[config.mk]
export PLATFORM = sky130hd
export DESIGN_NAME = mem_stream_loader
export DESIGN_NICKNAME = d
export VERILOG_FILES = /design/src/rtl/mem_stream_loader.sv
export SDC_FILE = /design/constraint.sdc
export NUM_CORES = 1
export LEC_CHECK = 0
export ABC_AREA = 1
export CORE_MARGIN = 3
export CORE_UTILIZATION = 50
export DETAILED_ROUTE_END_ITERATION = 8
export HOLD_SLACK_MARGIN = 0.03
export PLACE_DENSITY = 0.95
export SETUP_SLACK_MARGIN = 0.4
export SLEW_MARGIN = 20
export SYNTH_ARGS = -nofsm -noshare
export SYNTH_HDL_FRONTEND = slang
export SYNTH_SLANG_ARGS = --single-unit
[constraint.sdc]
create_clock -name clk -period 4.1 [get_ports clk]
set_input_delay 0.82 -clock clk [delete_from_list [all_inputs] [get_ports clk]]
set_output_delay 0.82 -clock clk [all_outputs]
set_load 0.03 [all_outputs]
[src/rtl/mem_stream_loader.sv]
// mem_stream_loader: moves 32-bit words between a byte stream and a 1-cycle-latency data RAM
// cmd_*   : command handshake (direction, start byte address, word count), abort_i cancels
// rx_*    : inbound byte stream packed little-endian into words written to RAM
// tx_*    : outbound byte stream serialized little-endian from words read from RAM
// en/addr/wdata/we/be/rdata : single-port RAM initiator, busy_o/done_o : status
module mem_stream_loader #(
  parameter int ADDR_WIDTH = 15,
  parameter int LEN_WIDTH  = 13
) (
  input  logic                  clk,
  input  logic                  rstn_i,
  input  logic                  cmd_valid_i,
  output logic                  cmd_ready_o,
  input  logic                  cmd_write_i,
  input  logic [ADDR_WIDTH-1:0] cmd_addr_i,
  input  logic [LEN_WIDTH-1:0]  cmd_len_i,
  input  logic                  abort_i,
  input  logic [7:0]            rx_data_i,
  input  logic                  rx_valid_i,
  output logic                  rx_ready_o,
  output logic [7:0]            tx_data_o,
  output logic                  tx_valid_o,
  input  logic                  tx_ready_i,
  output logic                  en_o,
  output logic [ADDR_WIDTH-1:0] addr_o,
  output logic [31:0]           wdata_o,
  output logic                  we_o,
  output logic [3:0]            be_o,
  input  logic [31:0]           rdata_i,
  output logic                  busy_o,
  output logic                  done_o
);
  typedef enum logic [2:0] {IDLE, WR_COLLECT, WR_ISSUE, RD_ISSUE, RD_WAIT, RD_SEND, DONE} state_t;
  state_t state, state_nx;
  logic [ADDR_WIDTH-1:0] addr;
  logic [LEN_WIDTH-1:0] rem;
  logic [1:0] byte_cnt;
  logic [31:0] data;
  logic last, rx_hs, tx_hs, accept;
  assign last   = rem == LEN_WIDTH'(1);
  assign rx_hs  = state == WR_COLLECT && rx_valid_i;
  assign tx_hs  = state == RD_SEND && tx_ready_i;
  assign accept = state == IDLE && cmd_valid_i && !abort_i;
  always_ff @(posedge clk or negedge rstn_i) begin
    if (!rstn_i) state <= IDLE;
    else         state <= state_nx;
  end
  always_comb begin
    state_nx = state;
    if (abort_i) state_nx = IDLE;
    else
      case (state)
        IDLE:       if (cmd_valid_i) state_nx = cmd_len_i == '0 ? DONE : cmd_write_i ? WR_COLLECT : RD_ISSUE;
        WR_COLLECT: if (rx_valid_i && byte_cnt == 2'd3) state_nx = WR_ISSUE;
        WR_ISSUE:   state_nx = last ? DONE : WR_COLLECT;
        RD_ISSUE:   state_nx = RD_WAIT;
        RD_WAIT:    state_nx = RD_SEND;
        RD_SEND:    if (tx_ready_i && byte_cnt == 2'd3) state_nx = last ? DONE : RD_ISSUE;
        default:    state_nx = IDLE;
      endcase
  end
  always_ff @(posedge clk or negedge rstn_i) begin
    if (!rstn_i) begin
      addr     <= '0;
      rem      <= '0;
      byte_cnt <= '0;
      data     <= '0;
    end else if (abort_i) begin
      byte_cnt <= '0;
    end else if (accept) begin
      addr     <= cmd_addr_i & ~ADDR_WIDTH'(3);
      rem      <= cmd_len_i;
      byte_cnt <= '0;
    end else if (rx_hs) begin
      data[8*byte_cnt +: 8] <= rx_data_i;
      byte_cnt              <= byte_cnt + 2'd1;
    end else if (state == WR_ISSUE || (tx_hs && byte_cnt == 2'd3)) begin
      addr     <= addr + ADDR_WIDTH'(4);
      rem      <= rem - LEN_WIDTH'(1);
      byte_cnt <= '0;
    end else if (tx_hs) begin
      byte_cnt <= byte_cnt + 2'd1;
    end else if (state == RD_WAIT) begin
      data <= rdata_i;
    end
  end
  assign cmd_ready_o = state == IDLE;
  assign busy_o      = state != IDLE;
  assign rx_ready_o  = state == WR_COLLECT;
  assign tx_valid_o  = state == RD_SEND;
  assign en_o        = state == WR_ISSUE || state == RD_ISSUE;
  assign we_o        = state == WR_ISSUE;
  assign be_o        = {4{en_o}};
  assign done_o      = state == DONE;
  assign addr_o      = addr;
  assign wdata_o     = data;
  assign tx_data_o   = data[8*byte_cnt +: 8];
endmodule

==> run summary <==
Status: finished clean
Synthesis Warnings: 0
Power per Cell Area: 762 nW/um2
Maximum clock insertion buffer count: 2
Clock root buffer master: sky130_fd_sc_hd__clkbuf_8
Adder-Cell Fraction of Synth Area: 2.35%
Endpoint required time on the critical path: 3.28 ns
FILL cells: 683
Post-synthesis simple-gate area fraction: 40.6%
Worst path slowest cell: sky130_fd_sc_hd__clkdlybuf4s50_1
Least-Margin Pin Slew: 0.739 ns
Antenna Diode Count: 0
Pin count of the biggest net entering global routing: 49
Crit Path Max Fanout: 19
Post-layout util: 70.7%
Synth Area in XOR/XNOR: 2.27%
Worst setup timing slack at the placement stage: 0.904 ns
Aggregate negative setup slack: 0 ns
Cell-by-cell listing of the critical path: inv_1 -> nor2_1 -> o22ai_1 -> clkdlybuf4s50_1
Share of the clock period used by the worst path: 75.6%
Post-synth cell types: 32
Setup Skew: 0.00907 ns
IO buf count: 136
TritonCTS Sinks: 63
Placed Cells incl. Taps: 885
Final hold vios: 0
Delay of the slowest critical-path stage: 0.71 ns
Post-route non-filler standard cell count: 900
Fraction of final layout cells with drive strength greater than 1: 3.90%
Fraction of the mapped netlist area in compound gates: 9.97%
Cts bufs inserted: 9
Die Ht: 98.2 um
Number of enable flip-flop cells after synthesis: 0
Post-CTS sizing: 0
Max frequency: 322 MHz
Gpl congestion: 0.967
Number of rows in the core area: 33
Max-slew violations: 0
Count of nets left with antenna violations after detail routing: 0
CTS tree: yes
Antenna violations before repair: 0
Clock input transition at the sequential cells of the worst setup and hold paths: 0.07 ns
Kind of critical path: flip-flop to output port
Most frequent cells after synthesis: sky130_fd_sc_hd__nand2_1, sky130_fd_sc_hd__dfrtp_1, sky130_fd_sc_hd__o21ai_0
Detailed Place HPWL: 10500 um
Most area-consuming cells after synthesis: sky130_fd_sc_hd__dfrtp_1, sky130_fd_sc_hd__nand2_1, sky130_fd_sc_hd__o21ai_0
Initial cell density of the core: 51.5%
Seq/Total Area, Yosys: 37.1%
Overflow left after global routing: 0
Endpoint class of the critical path: output port
DRC violations left: 0
Placeable Area: 8260 um2
Drt first pass iters: 5
Min-Delay Path Class: input pin to async pin
Count of H-tree levels built during CTS: 3
Avg Vias per Cell: 5.44
Flop-to-flop setup slack: 1.49 ns
Synthesized netlist cell count: 661
Mean area per synthesized cell: 6.43 um2
Hold_buf cts: 0
Post-synth top area cell: sky130_fd_sc_hd__dfrtp_1
Largest family of logic cells by synthesized area: simple AND/OR/NAND/NOR gates
Multi-input gate area: 2350 um2
Synth async-reset ratio: 100%
Fin nets: 874
Wire length of the first global-routing pass: 22400 um
Startpoint class of the critical path: flip-flop
Logic depth of the worst register-to-register path: 9
IR drop worst, VDD: 0.519 mV
Setup WS post-layout: 0.998 ns
RSZ-0062 raised after global routing: no
Final period demand of the worst path: 3.10 ns
Area occupied by registers: 1580 um2
Most numerous cell in the Yosys netlist: sky130_fd_sc_hd__nand2_1
Most frequently used flop master after synthesis: sky130_fd_sc_hd__dfrtp_1
Critical Path AT: 2.28 ns
Later-pin clock latency in the skew report: 0.35 ns
X dimension of the die: 98.2 um
Vias: 4896
Iteration-0 DRC Markers: 332
Mux cell area share after synthesis: 0%
Area growth, synth to finish: 37.3%
Buffer count from post-CTS setup fixing: 0
Final number of setup-violating endpoints: 0
Overall global routing resource usage: 28.5%
Area fraction of the dominant cell type after synthesis: 37.1%
Wire length reported by the detailed router: 13700 um
Io pins: 141
Average wire per standard cell: 15.2 um
Post-synthesis sequential element count: 63
Overall die area: 9650 um2
Leakage power of the design: 2.87 nW
Worst relative slew slack: 50.4%
Syn Std Cell Area: 4250 um2
Vias in the first global route: 4864
Max-Cap Viols: 0
registers in the layout, indices dropped and copies added (netlist names):
name / flops
wdata_o: 32
addr_o: 13
rem: 13
state: 3
byte_cnt: 2
power breakdown:
part / switching, W / internal [W]
clock network: 0.000242 / 0.000310
logic: 0.00164 / 0.000994
registers: 0.000348 / 0.000920
total: 0.00223 / 0.00222
layout make-up:
cell class / count / area share [%]
repair buffers: 139 / 23.7
flip-flops and latches: 63 / 27.0
clock inverters: 3 / 0.728
well taps: 105 / 2.25
inverters: 53 / 3.41
multi-input cells: 525 / 40.3
clock buffers: 12 / 2.66
worst paths after layout:
kind | startpoint | to
max in group asynchronous | rstn_i | wdata_o[11]
min | rstn_i | rem[9]
max | byte_cnt[0] | tx_data_o[7]
min reg2reg | wdata_o[26] | wdata_o[26]
max reg2reg | state[1] | wdata_o[17]
min in group clk | wdata_o[26] | wdata_o[26]
stage by stage:
step | hold WS (ns) | instance area, um2 | power (W)
3_3_place_gp | 0.498 | 5640 | 0.00380
3_5_place_dp | 0.493 | 5640 | 0.00388
4_1_cts | 0.508 | 5840 | 0.00444
2_1_floorplan | 0.487 | 4260 | 0.00282
5_1_grt | 0.521 | 5840 | 0.00473
6_report | 0.475 | 5840 | 0.00445
per-layer routing:
| layer | up-vias | global-route usage (%) | wire length [um] |
|---|---|---|---|
| met1 | 2249 | 35.8 | 5410 |
| met2 | 265 | 47.9 | 6640 |
| met3 | 36 | 5.14 | 1210 |
| li1 | 2346 | - | - |
| met4 | 0 | 12.9 | 430 |
| met5 | - | 0 | 0 |
cell usage in the layout, fill, tap and decap left out, drive strengths merged, types with 2 or more instances in the layout:
| master | instances |
|---|---|
| buf | 4 |
| dfrtp | 63 |
| inv | 51 |
| o21ai | 63 |
| o31ai | 2 |
| a21oi | 2 |
| clkbuf | 12 |
| nor3 | 5 |
| ha | 8 |
| nand4 | 3 |
| nor2 | 64 |
| o22ai | 8 |
| conb | 2 |
| nand3 | 56 |
| clkinv | 3 |
| xor2 | 7 |
| xnor2 | 4 |
| nand2 | 296 |
| o211ai | 2 |
| clkdlybuf4s50 | 135 |
logic make-up after synthesis:
logic type               Yosys count
AO/OA/AOI/OAI                     78
XOR/XNOR                          11
adder cells (fa/ha/maj)            8
buffers and inverters             74
flip-flops                        63
other                              1
AND/OR/NAND/NOR                  426
worst max-delay path, delay by kind of cell, from the launching register on:
kind / cells / cell delay (ns)
AO/OA/AOI/OAI: 1 / 0.25
buffers and inverters: 2 / 1.14
flip-flops: 1 / 0.39
AND/OR/NAND/NOR: 1 / 0.14
No activity file was read; power rests on OpenSTA's default activity.
